**config.mk**
```make
export PLATFORM = sky130hd
export DESIGN_NAME = axi_rd_mailbox
export DESIGN_NICKNAME = d
export VERILOG_FILES = /design/src/rtl/axi_mb_pkg.sv /design/src/rtl/axi_mb_wr_sink.sv /design/src/rtl/axi_rd_mailbox.sv
export SDC_FILE = /design/constraint.sdc
export NUM_CORES = 2
export LEC_CHECK = 0
export ABC_CLOCK_PERIOD_IN_PS = 3600
export BUFFER_PORTS_ARGS = -buffer_cell sky130_fd_sc_hd__buf_2
export CAP_MARGIN = 5
export CELL_PAD_IN_SITES_DETAIL_PLACEMENT = 1
export CELL_PAD_IN_SITES_GLOBAL_PLACEMENT = 1
export CORE_MARGIN = 3
export CORE_UTILIZATION = 45
export CTS_CLUSTER_SIZE = 16
export DETAILED_ROUTE_END_ITERATION = 8
export HOLD_SLACK_MARGIN = 0.15
export MAX_ROUTING_LAYER = met4
export PLACE_DENSITY = 0.81
export SLEW_MARGIN = 10
export SYNTH_ARGS = -nofsm -noshare
export SYNTH_HDL_FRONTEND = slang
export SYNTH_HIERARCHICAL = 1
export SYNTH_SLANG_ARGS = --single-unit
```
**constraint.sdc**
```tcl
create_clock -name clk_i -period 3.6 [get_ports clk_i]
set_clock_uncertainty 0.1 [all_clocks]
set_input_delay 0.72 -clock clk_i [delete_from_list [all_inputs] [get_ports clk_i]]
set_output_delay 0.72 -clock clk_i [all_outputs]
set_load 0.1 [all_outputs]
```
**src/rtl/axi_mb_pkg.sv**
```systemverilog
// Shared types and constants for the AXI read mailbox: channel structs, response/burst codes, FSM states.
package axi_mb_pkg;

    localparam int unsigned ID_W = 4;

    localparam logic [1:0] RESP_OKAY   = 2'b00;
    localparam logic [1:0] RESP_EXOKAY = 2'b01;
    localparam logic [1:0] RESP_SLVERR = 2'b10;
    localparam logic [1:0] RESP_DECERR = 2'b11;

    localparam logic [1:0] BURST_FIXED = 2'b00;
    localparam logic [1:0] BURST_INCR  = 2'b01;
    localparam logic [1:0] BURST_WRAP  = 2'b10;

    typedef struct packed {
        logic [ID_W-1:0] id;
        logic [63:0]     addr;
        logic [7:0]      len;
        logic [2:0]      size;
        logic [1:0]      burst;
    } ax_chan_t;

    typedef struct packed {
        logic [63:0] data;
        logic [7:0]  strb;
        logic        last;
    } w_chan_t;

    typedef struct packed {
        logic [ID_W-1:0] id;
        logic [1:0]      resp;
    } b_chan_t;

    typedef struct packed {
        logic [ID_W-1:0] id;
        logic [63:0]     data;
        logic [1:0]      resp;
        logic            last;
    } r_chan_t;

    typedef struct packed {
        ax_chan_t aw;
        logic     aw_valid;
        w_chan_t  w;
        logic     w_valid;
        logic     b_ready;
        ax_chan_t ar;
        logic     ar_valid;
        logic     r_ready;
    } req_t;

    typedef struct packed {
        logic    aw_ready;
        logic    ar_ready;
        logic    w_ready;
        logic    b_valid;
        b_chan_t b;
        logic    r_valid;
        r_chan_t r;
    } resp_t;

    typedef enum logic { R_IDLE, R_BURST } r_state_e;
    typedef enum logic [1:0] { W_IDLE, W_DATA, W_RESP } w_state_e;

endpackage

```
**src/rtl/axi_mb_wr_sink.sv**
```systemverilog
// Write-side drain: accepts AW, swallows W beats up to last, answers one SLVERR B. Nothing is stored.
module axi_mb_wr_sink
    import axi_mb_pkg::*;
(
    input  logic            clk_i,
    input  logic            rst_i,
    input  logic            aw_valid_i,
    input  logic [ID_W-1:0] aw_id_i,
    input  logic            w_valid_i,
    input  logic            w_last_i,
    input  logic            b_ready_i,
    output logic            aw_ready_o,
    output logic            w_ready_o,
    output logic            b_valid_o,
    output logic [ID_W-1:0] b_id_o
);

    w_state_e        state_q, state_d;
    logic [ID_W-1:0] id_q, id_d;
    logic            aw_ready_q, aw_ready_d;

    always_ff @(posedge clk_i) begin
        if (rst_i) begin
            state_q    <= W_IDLE;
            id_q       <= '0;
            aw_ready_q <= 1'b0;
        end else begin
            state_q    <= state_d;
            id_q       <= id_d;
            aw_ready_q <= aw_ready_d;
        end
    end

    always_comb begin
        state_d = state_q;
        id_d    = id_q;
        case (state_q)
            W_IDLE: if (aw_valid_i && aw_ready_q) begin
                id_d    = aw_id_i;
                state_d = W_DATA;
            end
            W_DATA: if (w_valid_i && w_last_i) state_d = W_RESP;
            W_RESP: if (b_ready_i) state_d = W_IDLE;
            default: state_d = W_IDLE;
        endcase
        // Registered so reset holds aw_ready low and no valid->ready path exists.
        aw_ready_d = (state_d == W_IDLE);
    end

    assign aw_ready_o = aw_ready_q;
    assign w_ready_o  = (state_q == W_DATA);
    assign b_valid_o  = (state_q == W_RESP);
    assign b_id_o     = id_q;

endmodule

```
**src/rtl/axi_rd_mailbox.sv**
```systemverilog
// AXI4 read-only mailbox: host-loaded 64-bit register bank served over AR/R; writes drained with SLVERR.
module axi_rd_mailbox
    import axi_mb_pkg::*;
#(
    parameter logic [63:0] BASE_ADDR = 64'hBC00_0000,
    parameter int unsigned NUM_REGS  = 8,
    localparam int unsigned IW       = $clog2(NUM_REGS)
) (
    input  logic          clk_i,
    input  logic          rst_i,
    input  req_t          axi_req_i,
    output resp_t         axi_resp_o,
    input  logic          mb_we_i,
    input  logic [IW-1:0] mb_idx_i,
    input  logic [63:0]   mb_wdata_i,
    output logic [15:0]   rd_count_o
);

    logic [NUM_REGS-1:0][63:0] regs_q;

    r_state_e        state_q, state_d;
    logic [ID_W-1:0] id_q, id_d;
    logic [7:0]      len_q, len_d, beat_q, beat_d;
    logic [1:0]      burst_q, burst_d, err_q, err_d;
    logic [IW-1:0]   idx_q, idx_d;
    logic            r_valid_q, r_valid_d, r_last_q, r_last_d, ar_ready_q, ar_ready_d;
    logic [63:0]     r_data_q, r_data_d;
    logic [15:0]     cnt_q, cnt_d;

    logic [IW-1:0]   ar_idx, idx_nxt;
    logic [1:0]      ar_err;
    logic [7:0]      beat_nxt;

    logic            aw_ready, w_ready, b_valid;
    logic [ID_W-1:0] b_id;

    logic unused_req;
    assign unused_req = ^{axi_req_i.ar.addr[2:0], axi_req_i.aw.addr, axi_req_i.aw.len,
                          axi_req_i.aw.size, axi_req_i.aw.burst, axi_req_i.w.data, axi_req_i.w.strb};

    always_ff @(posedge clk_i) begin
        if (rst_i) regs_q <= '0;
        else if (mb_we_i) regs_q[mb_idx_i] <= mb_wdata_i;
    end

    always_ff @(posedge clk_i) begin
        if (rst_i) begin
            state_q    <= R_IDLE;
            id_q       <= '0;
            len_q      <= '0;
            beat_q     <= '0;
            burst_q    <= '0;
            err_q      <= '0;
            idx_q      <= '0;
            r_valid_q  <= 1'b0;
            r_last_q   <= 1'b0;
            r_data_q   <= '0;
            ar_ready_q <= 1'b0;
            cnt_q      <= '0;
        end else begin
            state_q    <= state_d;
            id_q       <= id_d;
            len_q      <= len_d;
            beat_q     <= beat_d;
            burst_q    <= burst_d;
            err_q      <= err_d;
            idx_q      <= idx_d;
            r_valid_q  <= r_valid_d;
            r_last_q   <= r_last_d;
            r_data_q   <= r_data_d;
            ar_ready_q <= ar_ready_d;
            cnt_q      <= cnt_d;
        end
    end

    always_comb begin
        ar_idx = axi_req_i.ar.addr[IW+2:3];
        if (axi_req_i.ar.addr[63:IW+3] != BASE_ADDR[63:IW+3]) ar_err = RESP_DECERR;
        else if (axi_req_i.ar.size != 3'd3)                   ar_err = RESP_SLVERR;
        else                                                  ar_err = RESP_OKAY;
        // Reserved burst code falls through to FIXED behaviour.
        idx_nxt  = (burst_q == BURST_INCR || burst_q == BURST_WRAP) ? idx_q + IW'(1) : idx_q;
        beat_nxt = beat_q + 8'd1;
    end

    always_comb begin
        state_d   = state_q;
        id_d      = id_q;
        len_d     = len_q;
        beat_d    = beat_q;
        burst_d   = burst_q;
        err_d     = err_q;
        idx_d     = idx_q;
        r_valid_d = r_valid_q;
        r_last_d  = r_last_q;
        r_data_d  = r_data_q;
        cnt_d     = cnt_q;
        case (state_q)
            R_IDLE: if (axi_req_i.ar_valid && ar_ready_q) begin
                id_d      = axi_req_i.ar.id;
                len_d     = axi_req_i.ar.len;
                burst_d   = axi_req_i.ar.burst;
                err_d     = ar_err;
                idx_d     = ar_idx;
                beat_d    = '0;
                r_valid_d = 1'b1;
                r_last_d  = (axi_req_i.ar.len == 8'd0);
                r_data_d  = (ar_err == RESP_OKAY) ? regs_q[ar_idx] : '0;
                state_d   = R_BURST;
            end
            R_BURST: if (r_valid_q && axi_req_i.r_ready) begin
                if (r_last_q) begin
                    r_valid_d = 1'b0;
                    r_last_d  = 1'b0;
                    cnt_d     = (cnt_q == 16'hFFFF) ? cnt_q : cnt_q + 16'd1;
                    state_d   = R_IDLE;
                end else begin
                    // Data sampled from the pre-edge regfile, so a same-edge host write is not seen.
                    idx_d    = idx_nxt;
                    beat_d   = beat_nxt;
                    r_last_d = (beat_nxt == len_q);
                    r_data_d = (err_q == RESP_OKAY) ? regs_q[idx_nxt] : '0;
                end
            end
            default: state_d = R_IDLE;
        endcase
        ar_ready_d = (state_d == R_IDLE);
    end

    axi_mb_wr_sink u_wr_sink (
        .clk_i      (clk_i),
        .rst_i      (rst_i),
        .aw_valid_i (axi_req_i.aw_valid),
        .aw_id_i    (axi_req_i.aw.id),
        .w_valid_i  (axi_req_i.w_valid),
        .w_last_i   (axi_req_i.w.last),
        .b_ready_i  (axi_req_i.b_ready),
        .aw_ready_o (aw_ready),
        .w_ready_o  (w_ready),
        .b_valid_o  (b_valid),
        .b_id_o     (b_id)
    );

    always_comb begin
        axi_resp_o          = '0;
        axi_resp_o.ar_ready = ar_ready_q;
        axi_resp_o.r_valid  = r_valid_q;
        axi_resp_o.r.id     = id_q;
        axi_resp_o.r.data   = r_data_q;
        axi_resp_o.r.resp   = err_q;
        axi_resp_o.r.last   = r_last_q;
        axi_resp_o.aw_ready = aw_ready;
        axi_resp_o.w_ready  = w_ready;
        axi_resp_o.b_valid  = b_valid;
        axi_resp_o.b.id     = b_id;
        axi_resp_o.b.resp   = b_valid ? RESP_SLVERR : RESP_OKAY;
    end

    assign rd_count_o = cnt_q;

endmodule

```
==> results list <==
* Pin count of the biggest net entering global routing: 211
- I/O pin cnt: 408
- For this run, the top clock speed supported by timing is 318.5 MHz.
- Tightest slew margin relative to the limit: 0.1871
* TritonCTS clock tree: built
- Count of input and output buffers: 254
* Endpoint with the worst hold slack: id_q[1]
- Synth area leader: sky130_fd_sc_hd__dfxtp_1
* Share of layout cells above drive strength 1: 0.1911
* Number of DRC violations after detailed-routing iteration 0: 3186
- At the end of the flow the core is filled with cells to 0.5134.
- In the routed layout, each cell is associated on average with a via count of 6.448.
* Post CTS Setup Buffer Count: 0
- STA classifies the critical path endpoint as a register.
- Average cell area after synthesis: 8.807 sq um
- Static leakage: 13.30 nW
- Congestion Overflow GR: 0
* Startpoint class of the critical path: register
- The run finished with clean final reports.
- Tot Pwr: 16.78 mW
* Syn. warnings: 6
* Leading cell types by total area after synthesis: sky130_fd_sc_hd__dfxtp_1 35%, sky130_fd_sc_hd__mux4_2 16%, sky130_fd_sc_hd__nand2_1 11%, sky130_fd_sc_hd__a21oi_1 7.6%, sky130_fd_sc_hd__mux2i_1 7.3%
- Slew at the pin with the worst max-slew slack: 1216 ps
- Yosys top cell area share: 0.3533
- Clock latency on the worst-skew pair, taken at its later pin, is 610 ps.
- Commonest cells in the netlist: 1079 x sky130_fd_sc_hd__nand2_1, 630 x sky130_fd_sc_hd__dfxtp_1, 542 x sky130_fd_sc_hd__a21oi_1, 273 x sky130_fd_sc_hd__clkbuf_1, 260 x sky130_fd_sc_hd__mux2i_1
- Measured in cells, the most critical reg-to-reg path has a length of 7.
- In this run the vertical extent of the chip is 287.6 microns.
- Clock tree synthesis inserted a total of 71 buffers.
- Row generation in the floorplan step produced 102 rows.
- The worst hold path begins at axi_req_i[80].
- After detailed routing, the total wire length is 135000 microns.
- For this run, design rule violations remaining after detail routing come to 0.
- Sink count of the clock tree: 630
- Summing all placed instances gives a cell area of 37720 sq um.
* Power density of the placed cells: 419.0 nW/um^2
- The filler cells instantiated in the layout total 9033.
- The cell area that synthesis handed to floorplanning was 35690 sq um.
- Gp weighted congestion: 0.9401
* Initial Util: 0.4577
- sky130_fd_sc_hd__nand2_1 is the most common cell in the netlist.
* Count of state elements after synthesis: 630
* Share of the clock period used by the worst path after layout: 0.8721
- Cell depth of the worst hold path: 3
* Number of instances in the synthesized netlist: 4053
- In the final timing run, aggregate negative setup slack is 0 ps.
* Total number of vias: 33170
- The total count of hold-check failures in the final report was 0.
* Area growth syn-to-layout: 12.16%
- For this run, the detailed router's first-pass iteration total came to 5.
- Detail Placement HPWL: 74450 microns
- After floorplanning, the core was sized to cover 77980 sq um.
- The worst register-to-register path has a setup slack of 460 ps.
* Worst hold-check path type: input pin to register
* Final setup viols: 0
- With fillers left out, the area of the finished cells amounts to 40030 sq um.
- Critical R2R Capture: r_data_q[49]
- Synthesized Nets: 4366
* Max Root-Sink Buffers: 3
* Post-cts hold buffer count: 0
- Detail-routed net length per standard cell: 26.25 microns
* Type of the setup path with the least slack: register to register
- Cell at the root of the clock tree: sky130_fd_sc_hd__clkbuf_16
- The number of pins with negative max-slew slack in the final report was 0.
- CP Data Required Time: 4050 ps
- Clock-pin slew was measured on the worst setup and hold paths at 60 ps.
* First-pass GRT wire length: 204900 microns
* Vias in the first global route: 34650
- Total die area: 82730 sq um
- Fraction of synthesis flops using an asynchronous set or reset pin: 0
- Post-CTS repair changed the size of 0 cells.
- Prevailing post-synth register cell: sky130_fd_sc_hd__dfxtp_1
- Top fanout value on the critical path: 40
- STA puts the critical path data arrival time at 3590 ps.
- In this run, synthesis inferred 0 flip-flops with an integrated enable.
- The routed design could run at a clock period as short as 3139 ps.
- For this run, the post-layout net count is 4344.
* Worst R2R Start: idx_q[1]
- Width of the die: 287.6 microns
- The detail route stage leaves a number of antenna-violating nets equal to 0.
- The initial antenna violation count came to 18.
* # H-tree levels: 3
- Setup repair after global routing left no endpoint under its margin.
- Worst IR Drop VDD: 0.3005 mV
- For this run, the total global-route usage over all layers was measured as 0.3282.
- For this run, the register share of the synthesized area comes to 0.3533.
* Cell variety after synth: 65
- Max-cap violations in this run came to 0.
==> flip-flops by register name, summed over array words and instances (netlist names) <==
register	count
ar_ready_q	1
beat_q	8
burst_q	2
err_q	2
id_q	4
idx_q	3
len_q	8
r_data_q	64
r_last_q	1
r_valid_q	1
rd_count_o	16
regs_q	512
state_q	1
u_wr_sink/aw_ready_o	1
u_wr_sink/b_id_o	4
u_wr_sink/state_q	2
==> where the power goes <==
group	internal (mW)	switching [mW]
clock	4.20	3.05
combinational	0.749	1.51
sequential	7.12	0.149
total	12.1	4.71
==> cells by family (layout without fill, tap and decap cells) <==
kind of cell	count (synthesis)	after routing	synth area share
buffers and inverters	435	469	0.05153
multiplexers	580	580	0.2540
flip-flops	630	630	0.3533
XOR/XNOR	22	22	0.005609
other	1	18	0.0001051
adder cells (fa/ha/maj)	4	4	0.001332
AND/OR/NAND/NOR	1480	1480	0.1805
AO/OA/AOI/OAI	901	901	0.1535
==> metal layers <==
| metal | vias up | track usage | share of wire |
|---|---|---|---|
| li1 | 14350 | - | - |
| met1 | 16810 | 0.4076 | 0.40 |
| met2 | 1581 | 0.5294 | 0.48 |
| met3 | 424 | 0.05210 | 0.082 |
| met4 | 0 | 0.1443 | 0.038 |
| met5 | - | - | 0 |
==> area by class of cell <==
type	count	area, sq um	area share
Tap cell	1040	1301	0.03251
Clock inverter	11	91.34	0.002282
Sequential cell	630	12620	0.3152
Multi-Input combinational cell	2988	21450	0.5358
Clock buffer	118	2178	0.05441
Timing Repair Buffer	334	2327	0.05813
Inverter	6	22.52	0.0005626
Antenna cell	17	42.54	0.001063
==> cell usage in the layout, fill, tap and decap left out, types with 5 or more instances in the layout <==
master and count:
sky130_fd_sc_hd__a211oi_1 65, sky130_fd_sc_hd__a21boi_0 65, sky130_fd_sc_hd__a21oi_1 542, sky130_fd_sc_hd__a221o_1 63, sky130_fd_sc_hd__a221oi_1 63, sky130_fd_sc_hd__and2_0 6, sky130_fd_sc_hd__and2_1 246, sky130_fd_sc_hd__and3_1 5
sky130_fd_sc_hd__buf_12 34, sky130_fd_sc_hd__buf_2 250, sky130_fd_sc_hd__buf_4 47, sky130_fd_sc_hd__clkbuf_1 29, sky130_fd_sc_hd__clkbuf_16 75, sky130_fd_sc_hd__clkbuf_8 16, sky130_fd_sc_hd__clkinv_2 7, sky130_fd_sc_hd__dfxtp_1 628
sky130_fd_sc_hd__diode_2 17, sky130_fd_sc_hd__inv_1 6, sky130_fd_sc_hd__mux2_2 64, sky130_fd_sc_hd__mux2i_1 260, sky130_fd_sc_hd__mux4_2 254, sky130_fd_sc_hd__nand2_1 1075, sky130_fd_sc_hd__nand3_1 13, sky130_fd_sc_hd__nand3b_1 5
sky130_fd_sc_hd__nand4_1 6, sky130_fd_sc_hd__nor2_1 47, sky130_fd_sc_hd__nor2_4 7, sky130_fd_sc_hd__nor2b_1 9, sky130_fd_sc_hd__nor3_1 9, sky130_fd_sc_hd__nor4_1 16, sky130_fd_sc_hd__o211ai_1 6, sky130_fd_sc_hd__o21ai_0 72
sky130_fd_sc_hd__or4_1 5, sky130_fd_sc_hd__xnor2_1 9, sky130_fd_sc_hd__xor2_1 12
==> critical path, cell delays in order, from the launching register on <==
cell and delay, ps:
sky130_fd_sc_hd__dfxtp_4 450, sky130_fd_sc_hd__ha_4 700, sky130_fd_sc_hd__buf_4 590, sky130_fd_sc_hd__mux2i_1 180
sky130_fd_sc_hd__mux4_2 480, sky130_fd_sc_hd__a21boi_0 140, sky130_fd_sc_hd__a211oi_1 270, sky130_fd_sc_hd__a221o_1 130
==> how the worst max path moves through the flow <==
stage / startpoint / cells after the start / to
after detailed placement: axi_req_i[32] / 7 / r_data_q[30]
final: idx_q[1] / 7 / r_data_q[49]
after floorplan: axi_req_i[19] / 5 / r_data_q[27]
after CTS: idx_q[1] / 7 / r_data_q[49]
after global placement: axi_req_i[32] / 7 / r_data_q[34]
after global routing: idx_q[1] / 7 / r_data_q[54]
==> metrics by stage <==
step           setup WS (ps)  cells  hold slack (ps)
3_3_place_gp           526.1   4998            340.9
4_1_cts                488.6   5127            220.8
2_1_floorplan          750.0   4053            342.3
6_report               460.5   5144            241.4
3_5_place_dp           503.6   4998            352.8
5_1_grt                338.6   5142            243.7
No activity file was read; power rests on OpenSTA's default activity.
